## src/rtl/nurn_core_pkg.sv

```systemverilog
`default_nettype none
// nurn_core_pkg: shared FSM encoding and Q8.8 fixed-point constants for the LIF neuron core.
package nurn_core_pkg;

   typedef enum logic [1:0] {
      IDLE = 2'd0,
      ACC  = 2'd1,
      FIRE = 2'd2,
      DONE = 2'd3
   } nurn_state_t;

   localparam int DSIZE_INT  = 8;
   localparam int DSIZE_FRAC = 8;
   localparam int Q_DSIZE    = DSIZE_INT + DSIZE_FRAC;

   localparam logic signed [Q_DSIZE-1:0] Q_SAT_MAX = 16'sh7FFF;
   localparam logic signed [Q_DSIZE-1:0] Q_SAT_MIN = 16'sh8000;

endpackage
`default_nettype wire

```

## src/rtl/aer_fifo.sv

```systemverilog
`default_nettype none
// aer_fifo: first-word fall-through spike packet queue with sticky overflow flag.
module aer_fifo #(
   parameter int AER_BIT_WIDTH = 32,
   parameter int FIFO_DEPTH    = 4
)(
   input  logic                     clk,
   input  logic                     rst_n,
   input  logic                     push,
   input  logic [AER_BIT_WIDTH-1:0] push_data,
   input  logic                     rdy,
   output logic                     vld,
   output logic [AER_BIT_WIDTH-1:0] head,
   output logic                     ovf
);

   localparam int PW = (FIFO_DEPTH > 1) ? $clog2(FIFO_DEPTH) : 1;

   logic [AER_BIT_WIDTH-1:0] mem [FIFO_DEPTH];
   logic [PW:0]              wr_ptr;
   logic [PW:0]              rd_ptr;
   logic                     empty;
   logic                     full;
   logic                     pop;
   logic                     accept;
   logic                     drop;

   // Extra pointer MSB distinguishes full from empty when the indices match.
   assign empty  = (wr_ptr == rd_ptr);
   assign full   = (wr_ptr[PW] != rd_ptr[PW]) && (wr_ptr[PW-1:0] == rd_ptr[PW-1:0]);
   assign pop    = !empty && rdy;
   assign accept = push && (!full || pop);
   assign drop   = push && full && !pop;

   assign vld  = !empty;
   assign head = empty ? '0 : mem[rd_ptr[PW-1:0]];

   always_ff @(posedge clk or negedge rst_n) begin
      if (!rst_n) begin
         wr_ptr <= '0;
         rd_ptr <= '0;
         ovf    <= 1'b0;
      end else begin
         if (accept) wr_ptr <= wr_ptr + 1'b1;
         if (pop)    rd_ptr <= rd_ptr + 1'b1;
         if (drop)   ovf    <= 1'b1;
      end
   end

   always_ff @(posedge clk) begin
      if (accept) mem[wr_ptr[PW-1:0]] <= push_data;
   end

endmodule
`default_nettype wire

```

## src/rtl/lif_nurn_core.sv

```systemverilog
`default_nettype none
// lif_nurn_core: time-multiplexed leaky integrate-and-fire neuron core with AER spike output queue.
// Build macro NURN_LEAK_EN subtracts leak_i from each neuron potential once per timestep.
module lif_nurn_core
   import nurn_core_pkg::*;
#(
   parameter int NUM_NURNS          = 4,
   parameter int NUM_AXONS          = 4,
   parameter int NURN_CNT_BIT_WIDTH = 2,
   parameter int AXON_CNT_BIT_WIDTH = 2,
   parameter int DSIZE              = 16,
   parameter int AER_BIT_WIDTH      = 32,
   parameter int FIFO_DEPTH         = 4
)(
   input  logic                                         clk_i,
   input  logic                                         rst_n_i,
   input  logic                                         start_i,
   input  logic [NUM_AXONS-1:0]                         inSpike_i,
   input  logic                                         wgtWrEn_i,
   input  logic [NURN_CNT_BIT_WIDTH+AXON_CNT_BIT_WIDTH-1:0] wgtWrAddr_i,
   input  logic signed [DSIZE-1:0]                      wgtWrData_i,
   input  logic signed [DSIZE-1:0]                      Th_i,
   input  logic signed [DSIZE-1:0]                      RstPot_i,
   input  logic signed [DSIZE-1:0]                      leak_i,
   output logic                                         busy_o,
   output logic                                         done_o,
   output logic                                         spikeVld_o,
   output logic [AER_BIT_WIDTH-1:0]                     spikeAER_o,
   input  logic                                         spikeRdy_i,
   output logic                                         ovf_o
);

   localparam int WA_W = NURN_CNT_BIT_WIDTH + AXON_CNT_BIT_WIDTH;
   localparam logic signed [DSIZE-1:0] SAT_MAX = {1'b0, {(DSIZE-1){1'b1}}};
   localparam logic signed [DSIZE-1:0] SAT_MIN = {1'b1, {(DSIZE-1){1'b0}}};

   nurn_state_t                   state;
   nurn_state_t                   state_nxt;
   logic [NURN_CNT_BIT_WIDTH-1:0] nurn_cnt;
   logic [AXON_CNT_BIT_WIDTH-1:0] axon_cnt;
   logic [NUM_AXONS-1:0]          spk_lat;
   logic signed [DSIZE-1:0]       acc;
   logic signed [DSIZE-1:0]       acc_base;
   logic signed [DSIZE-1:0]       acc_next;
   logic signed [DSIZE-1:0]       pot_entry;
   logic signed [DSIZE-1:0]       wgt [NUM_NURNS][NUM_AXONS];
   logic signed [DSIZE-1:0]       pot [NUM_NURNS];
   logic                          last_axon;
   logic                          last_nurn;
   logic                          fire_now;
   logic                          push;

   function automatic logic signed [DSIZE-1:0] sat_arith(
      input logic signed [DSIZE-1:0] x,
      input logic signed [DSIZE-1:0] y,
      input logic                    sub
   );
      logic signed [DSIZE:0] s;
      s = sub ? ({x[DSIZE-1], x} - {y[DSIZE-1], y})
              : ({x[DSIZE-1], x} + {y[DSIZE-1], y});
      if (s[DSIZE] != s[DSIZE-1]) return s[DSIZE] ? SAT_MIN : SAT_MAX;
      return s[DSIZE-1:0];
   endfunction

`ifdef NURN_LEAK_EN
   assign pot_entry = sat_arith(pot[nurn_cnt], leak_i, 1'b1);
`else
   logic unused_leak;
   assign unused_leak = ^leak_i;
   assign pot_entry   = pot[nurn_cnt];
`endif

   assign last_axon = (axon_cnt == AXON_CNT_BIT_WIDTH'(NUM_AXONS - 1));
   assign last_nurn = (nurn_cnt == NURN_CNT_BIT_WIDTH'(NUM_NURNS - 1));

   // The first axon of each neuron starts from its stored potential, not the running sum.
   assign acc_base = (axon_cnt == '0) ? pot_entry : acc;
   assign acc_next = spk_lat[axon_cnt] ? sat_arith(acc_base, wgt[nurn_cnt][axon_cnt], 1'b0)
                                       : acc_base;
   assign fire_now = ($signed(acc) >= $signed(Th_i));
   assign push     = (state == FIRE) && fire_now;

   always_ff @(posedge clk_i or negedge rst_n_i) begin
      if (!rst_n_i) state <= IDLE;
      else          state <= state_nxt;
   end

   always_comb begin
      state_nxt = state;
      busy_o    = 1'b1;
      done_o    = 1'b0;
      case (state)
         IDLE: begin
            busy_o = 1'b0;
            if (start_i) state_nxt = ACC;
         end
         ACC:  if (last_axon) state_nxt = FIRE;
         FIRE: state_nxt = last_nurn ? DONE : ACC;
         DONE: begin
            done_o    = 1'b1;
            state_nxt = IDLE;
         end
         default: state_nxt = IDLE;
      endcase
   end

   always_ff @(posedge clk_i or negedge rst_n_i) begin
      if (!rst_n_i) begin
         nurn_cnt <= '0;
         axon_cnt <= '0;
         spk_lat  <= '0;
         acc      <= '0;
         for (int i = 0; i < NUM_NURNS; i++) pot[i] <= '0;
      end else begin
         case (state)
            IDLE: begin
               if (start_i) begin
                  spk_lat  <= inSpike_i;
                  nurn_cnt <= '0;
                  axon_cnt <= '0;
               end
            end
            ACC: begin
               acc      <= acc_next;
               axon_cnt <= last_axon ? '0 : axon_cnt + 1'b1;
            end
            FIRE: begin
               pot[nurn_cnt] <= fire_now ? RstPot_i : acc;
               if (!last_nurn) nurn_cnt <= nurn_cnt + 1'b1;
            end
            default: ;
         endcase
      end
   end

   // Weights are configuration storage only; they are never cleared by reset.
   always_ff @(posedge clk_i) begin
      if (wgtWrEn_i && (state == IDLE))
         wgt[wgtWrAddr_i[WA_W-1 -: NURN_CNT_BIT_WIDTH]][wgtWrAddr_i[AXON_CNT_BIT_WIDTH-1:0]] <= wgtWrData_i;
   end

   aer_fifo #(
      .AER_BIT_WIDTH (AER_BIT_WIDTH),
      .FIFO_DEPTH    (FIFO_DEPTH)
   ) u_aer_fifo (
      .clk       (clk_i),
      .rst_n     (rst_n_i),
      .push      (push),
      .push_data (AER_BIT_WIDTH'(nurn_cnt)),
      .rdy       (spikeRdy_i),
      .vld       (spikeVld_o),
      .head      (spikeAER_o),
      .ovf       (ovf_o)
   );

endmodule
`default_nettype wire

```

## config.mk

```make
export PLATFORM = sky130hd
export DESIGN_NAME = lif_nurn_core
export DESIGN_NICKNAME = d
export VERILOG_FILES = /design/src/rtl/nurn_core_pkg.sv /design/src/rtl/aer_fifo.sv /design/src/rtl/lif_nurn_core.sv
export SDC_FILE = /design/constraint.sdc
export NUM_CORES = 1
export LEC_CHECK = 0
export ABC_AREA = 1
export BUFFER_PORTS_ARGS = -buffer_cell sky130_fd_sc_hd__buf_2
export CORE_MARGIN = 3
export CORE_UTILIZATION = 36
export DETAILED_ROUTE_END_ITERATION = 7
export PLACE_DENSITY_LB_ADDON = 0.3
export SETUP_SLACK_MARGIN = 0.2
export SYNTH_ARGS = -nofsm -noshare
export SYNTH_HDL_FRONTEND = slang
export SYNTH_SLANG_ARGS = --single-unit
```

## constraint.sdc

```tcl
create_clock -name clk_i -period 4.85 [get_ports clk_i]
set_input_delay 0.97 -clock clk_i [delete_from_list [all_inputs] [get_ports clk_i]]
set_output_delay 0.97 -clock clk_i [all_outputs]
set_load 0.05 [all_outputs]
```

Word level (Yosys, flattened, before mapping) --
Memories as Yosys holds them, arrays and structs flattened. Cells that the tools add are included.
Word-level totals: register bits 97, bits in latches 0, RAM bits 264, bits in read-only memories 0, output and inout bits 36, logic and storage cells 98, memories 2
Cells by class: add/sub/neg operators 5, multipliers 0, divide/modulo/power cells 0, order comparisons 7, eq/ne operators 12, shifts and indexed selects 0, multiplexer cells 36, bitwise gates (word level) 3, reductions and logical operators 21
Memories:
- wgt | words 4, width 64, rd ports 1, clocked after Yosys merged registers in 0, write ports 1, RTL line lif_nurn_core.sv:46 | logic signed [DSIZE-1:0] wgt [NUM_NURNS][NUM_AXONS];
- u_aer_fifo.mem | words 4, width 2, rd ports 1, clocked after Yosys merged registers in 0, write ports 1, RTL line aer_fifo.sv:19 | logic [AER_BIT_WIDTH-1:0] mem [FIFO_DEPTH];
Operator list (number):
- 2-to-1 mux 16 bit | 12
- binary-select mux 16 bit (select 2 bit) | 2
- bitwise mux 64 bit | 1
- demux 16 bit (select 2 bit) | 2
- 2-to-1 mux 64 bit | 1
- 2-to-1 mux 32 bit | 1
- adder 16 x 16 -> 17 bit | 1
- >= comparator 16 bit | 1
- 2-to-1 mux 2 bit | 6
- >= comparator 3 bit, second input constant | 3
- logical AND 1 bit | 9
- inverter 2 -> 3 bit | 3
- equality test 2 bit, second input constant | 4
- case mux 2 bit (2 select lines) | 2
- case mux 2 bit (4 select lines) | 1
- 2-to-1 mux 1 bit | 7
- adder 3 x 1 -> 3 bit, second input constant | 2
- < comparator 3 x 1 -> 1 bit, second input constant | 2
- inequality test 2 bit, second input constant | 3
- AND reduction 2 bit | 3
- adder 2 x 1 -> 2 bit, second input constant | 2
- logical NOT 2 bit | 2
- nonzero test 2 bit | 2
- equality test 3 bit | 1
- other kinds (8) | 11

Depth between registers and ports, before layout --
depth after elaboration 10, depth in mapped cells 25, mapped depth without buffers 21

Modules after synthesis --
From an unflattened synthesis, not the netlist that was laid out.
Second synthesis, totals: cells, all modules 2046, area, all modules 21620.7 um^2
By module, submodules not included:
- lif_nurn_core | instances 1, cells each 1608, area each 16199.3 um^2
- aer_fifo | instances 1, cells each 438, area each 5421.4 um^2

Least setup slack after synthesis --
Ideal clock, no wire load.
path kind register -> register, from reg axon_cnt[1], to reg acc[3], setup time 117 ps, data arrival time 3390 ps, data required time 4733 ps, setup slack 1344 ps, cell stages (with the launch flop) 25, path buffers 4, clock period less this slack 3506 ps, cells stage by stage dfrtp_1 > buf_2 > clkinv_1 > clkbuf_1 > ha_1 > clkbuf_1 > nand2_1 > o21ai_0 > ha_1 > inv_1 > fa_1 > nand3b_1 > nand2_1 > nand2_1 > nand2_1 > nand2_1 > nand2_1 > nand2_1 > nand2_1 > nand2_1 > buf_2 > nand2_1 > nand2_1 > nand2_1 > nand2_1
On the way: longest elaborated chain between the ends 9
Ends and longest elaborated chain:
- start: declaration | RTL line lif_nurn_core.sv:40 | logic [AXON_CNT_BIT_WIDTH-1:0] axon_cnt;
- start signal: assignment | RTL line lif_nurn_core.sv:125 | axon_cnt <= last_axon ? '0 : axon_cnt + 1'b1;
- inverter 2 -> 3 bit (not written as such) | RTL line lif_nurn_core.sv:78 | assign acc_next = spk_lat[axon_cnt] ? sat_arith(acc_base, wgt[nurn_cnt][axon_cnt], 1'b0)
- binary-select mux 16 bit (select 2 bit) | RTL line lif_nurn_core.sv:78
- 2-to-1 mux 16 bit (not written as such) (2 in a row) | RTL line lif_nurn_core.sv:78
- adder 16 x 16 -> 17 bit | RTL line lif_nurn_core.sv:60 | : ({x[DSIZE-1], x} + {y[DSIZE-1], y});
- 2-to-1 mux 16 bit / inequality test 1 bit (equally long branches) | RTL line lif_nurn_core.sv:61 | if (s[DSIZE] != s[DSIZE-1]) return s[DSIZE] ? SAT_MIN : SAT_MAX;
- 2-to-1 mux 16 bit / 2-to-1 mux 1 bit (equally long branches) | RTL line lif_nurn_core.sv:61
- 2-to-1 mux 16 bit | RTL line lif_nurn_core.sv:62 | return s[DSIZE-1:0];
- 2-to-1 mux 16 bit (*) | RTL line lif_nurn_core.sv:78
- end signal: assignment | RTL line lif_nurn_core.sv:124 | acc <= acc_next;
- end: declaration | RTL line lif_nurn_core.sv:42 | logic signed [DSIZE-1:0] acc;
Mark *: on every way between the ends. The rest lies on a longest branch, timed or not. The select of a mux whose other input is x is not followed. A chain may end at the register's enable or synchronous reset.

Worst setup path in the final report --
from reg nurn_cnt[0], to reg acc[0]
On the way: longest elaborated chain between the ends 10
Ends and longest elaborated chain:
- start: declaration | RTL line lif_nurn_core.sv:39 | logic [NURN_CNT_BIT_WIDTH-1:0] nurn_cnt;
- start signal: assignment | RTL line lif_nurn_core.sv:129 | if (!last_nurn) nurn_cnt <= nurn_cnt + 1'b1;
- parallel branches: the longest is 9 deep, another holds memory (4 x 64 bit)
- 2-to-1 mux 16 bit (*) | RTL line lif_nurn_core.sv:78
Mark *: on every way between the ends. The select of a mux whose other input is x is not followed.

==> impl_metrics.env <==
export IMPL_status="finished clean"
export IMPL_final_layout_size_suffix_gt1_share_pct=11.7
export IMPL_syn_to_final_growth_pct=13.5
export IMPL_overflow=0
export IMPL_root_buffer="clkbuf_16"
export IMPL_hold_buffers=0
export IMPL_p_switching_mw=6.30
export IMPL_cp_required_ps=5280
export IMPL_crit_chain="buf_4 -> o21ai_0 -> o221ai_1 -> nand3_1 -> nand2_1 -> ha_1 -> inv_1 -> fa_1 -> nand3b_1 -> nand2_1 -> nand2_1 -> nand2_1 -> nand2_1 -> nand2_1 -> nand2_1 -> nand2_1 -> nand2_1 -> nand2_1 -> nand2_1 -> nand2_1 -> nand2_1"
export IMPL_final_common_cell="nand2_1"
export IMPL_slowest_delay_ps=610
export IMPL_gr_usage_met2_pct=29.9
export IMPL_p_leak_nw=7.94
export IMPL_hpwl_um=27100
export IMPL_port_buffers=66
export IMPL_grt_max_degree=87
export IMPL_cts_buffer_depth=3
export IMPL_whs_path_depth=2
export IMPL_clock_fmax_mhz=241
export IMPL_r2r_slack_ps=690
export IMPL_yosysWarningCount=0
export IMPL_p_clk_share_pct=21.5
export IMPL_setup_worst_path_end_class="flip-flop"
export IMPL_grt_pass1_vias=12000
export IMPL_viasPerCell=5.21
export IMPL_clkSlewWorstSetupHoldPaths_ps=60
export IMPL_synth_edff_count=264
export IMPL_finClkSkew_ps=18.4
export IMPL_synth_top_area_share_pct=46.4
export IMPL_dr_pass1_iters=5
export IMPL_numClockSinks=361
export IMPL_period_minus_slack_ps=4160
export IMPL_r2r_cells=21
export IMPL_syn_cell_area_um2=17100
export IMPL_yosys_area_top_type="edfxtp_1"
export IMPL_cts_tree="yes"
export IMPL_tightest_slew_ps=942
export IMPL_numCtsBuffers=39
export IMPL_synth_area_leaders="edfxtp_1 (46%), dfrtp_1 (14%), nand2_1 (7.6%)"
export IMPL_ctsResizeCount=0
export IMPL_reg2reg_from="nurn_cnt[0]"
export IMPL_initial_utilization_pct=36.6
export IMPL_intPower_mw=7.85
export IMPL_stdcell_area_um2=19400
export IMPL_period_share_pct=85.7
export IMPL_wirelength_um=45200
export IMPL_std_cell_rows=79
export IMPL_synth_flop_cell="edfxtp_1"
export IMPL_irDropWorstVdd_mv=0.401
export IMPL_core_area_um2=46800
export IMPL_synth_seq_cells=361
export IMPL_gr_usage_met3_pct=3.33
export IMPL_final_setup_viol_count=0
export IMPL_most_common_layout_cells="nand2_1 (347), edfxtp_1 (264), nor2_1 (221)"
export IMPL_antenna_found_initial=7
export IMPL_cp_arrival_ps=4580
export IMPL_hold_class="reg -> reg"
export IMPL_htreeDepth=2
export IMPL_critPathMaxFanout=64
export IMPL_drt_iter0_drc=1021
export IMPL_track_usage_pct=17.8
export IMPL_share_seq_of_total_power_pct=29.0
export IMPL_worstSetupStartpointType="flip-flop"
export IMPL_die_h_um=224
export IMPL_grt_busiest_layer="met2"
export IMPL_hold_path_startpoint="pot[39]"
export IMPL_design_die_area_um2=50100
export IMPL_yosysUniqueCellTypes=41
export IMPL_cap_viol_max_count=0
export IMPL_drv_slew=0
export IMPL_p_sw_share_pct=44.5
export IMPL_drc=0
export IMPL_syn_inst=1709
export IMPL_hold_viol=0
export IMPL_combPwrFrac_pct=49.5
export IMPL_ys_seq_area_share_pct=60.6
export IMPL_critPathKind="reg -> reg"
export IMPL_detailed_place_area_um2=18100
export IMPL_dieWidth_um=224
export IMPL_fin_tns_setup_ps=0
export IMPL_slew_limit_headroom_pct=37.2
export IMPL_r2r_end="acc[0]"
export IMPL_slowest_stage="dfrtp_4"
export IMPL_wl_per_cell_um=18.8
export IMPL_met1_usage_pct=23.1
export IMPL_gp_congestion=0.896
export IMPL_synth_avg_cell_area_um2=10.0
export IMPL_post_cts_buffers=0
export IMPL_whs_endpoint="pot[39]"
export IMPL_clk_latency_ps=550
export IMPL_grt_pass1_wl_um=69300
export IMPL_antenna_left=0
export IMPL_cpMostUsedCell="nand2_1"
export IMPL_power_density_nw_per_um2=729
export IMPL_nets=1891
export IMPL_via_count=12600
export IMPL_rsz0062_at_grt="no"
export IMPL_async_reset_ff_share_pct=26.9
export IMPL_ioPinCount=113
==> registers in the layout, indices dropped and copies added (netlist names) <==
name / count
u_aer_fifo.rd_ptr: 3
axon_cnt: 2
acc: 16
u_aer_fifo.ovf: 1
u_aer_fifo.wr_ptr: 3
state: 2
wgt: 256
pot: 64
spk_lat: 4
u_aer_fifo.mem: 8
nurn_cnt: 2
==> layout make-up <==
class | instances | area (um^2)
Fill cell | 4497 | 27400
Tap cell | 607 | 759
Antenna cell | 3 | 7.51
Sequential cell | 361 | 10400
Multi-Input combinational cell | 1147 | 5860
Clock buffer | 48 | 1020
Timing Repair Buffer | 105 | 676
Clock inverter | 21 | 275
Inverter | 116 | 438
==> power groups by stage <==
stage	sequential, mW	combinational, mW	clock [mW]
floorplan	4.05	5.22	0
global placement	4.13	6.86	0
detailed placement	4.14	6.97	0
CTS	4.09	7.00	3.10
global route	4.15	7.94	3.22
finish	4.10	7.00	3.04
==> synthesized netlist by cell type (2+ instances only) <==
| master | count |
|---|---|
| nand2_1 | 347 |
| edfxtp_1 | 264 |
| nor2_1 | 237 |
| o21ai_0 | 187 |
| inv_1 | 111 |
| nand3_1 | 102 |
| dfrtp_1 | 97 |
| clkbuf_1 | 63 |
| o221ai_1 | 49 |
| ha_1 | 43 |
| buf_4 | 32 |
| o22ai_1 | 31 |
| a21oi_1 | 30 |
| nand4_1 | 20 |
| o211ai_1 | 15 |
| buf_2 | 12 |
| nand2_4 | 10 |
| xor2_1 | 10 |
| nand2_2 | 8 |
| xnor2_1 | 5 |
| buf_1 | 4 |
| clkinv_1 | 3 |
| nand3b_1 | 3 |
| o21bai_1 | 3 |
| buf_6 | 2 |
| inv_2 | 2 |
| mux2_2 | 2 |
| nand3_2 | 2 |
| nor3_1 | 2 |
| o32ai_1 | 2 |
==> per-stage QoR <==
| stage | worst slack (ps) | utilization (%) | std cells | hold WS, ps | power [mW] |
|---|---|---|---|---|---|
| 5_1_grt | 254 | 41.5 | 2405 | 492 | 15.3 |
| 4_1_cts | 707 | 41.5 | 2405 | 476 | 14.2 |
| 6_report | 693 | 41.5 | 2408 | 477 | 14.1 |
| 2_1_floorplan | 1340 | - | 1738 | 444 | 9.28 |
| 3_5_place_dp | 744 | 38.7 | 2336 | 460 | 11.1 |
| 3_3_place_gp | 850 | 38.7 | 2336 | 457 | 11.0 |
==> metal layers <==
metal / routed length [um] / vias up
li1: - / 5983
met1: 18900 / 6036
met2: 21800 / 418
met3: 3000 / 105
met4: 1430 / 8
met5: 65 / -
==> worst max-delay path by stage <==
stage,from,end,slack [ps],cells past startpoint
after global placement,nurn_cnt[0],acc[3],850,21
after global routing,nurn_cnt[0],acc[7],250,21
final,nurn_cnt[0],acc[0],690,21
after CTS,nurn_cnt[0],acc[14],710,21
after detailed placement,nurn_cnt[0],acc[11],740,21
after floorplan,axon_cnt[1],acc[3],1340,24
==> logic make-up after synthesis <==
family	Yosys count	share of synthesized area, %
adders and majority gates	44	3.26
AOI/OAI and AO/OA	320	11.1
and+or+nand+nor	736	18.1
xor gates and xnor gates	15	0.768
buffers and inverters	230	6.02
DFF	361	60.6
muxes	2	0.132
other	1	0.0219
==> critical path, delay by kind of cell (launching register included) <==
kind,cells,cell delay [ps]
and+or+nand+nor,15,1790
adders and majority gates,2,570
DFF,1,610
buffers and inverters,2,640
AOI/OAI and AO/OA,2,440
No activity file was read; power rests on OpenSTA's default activity.
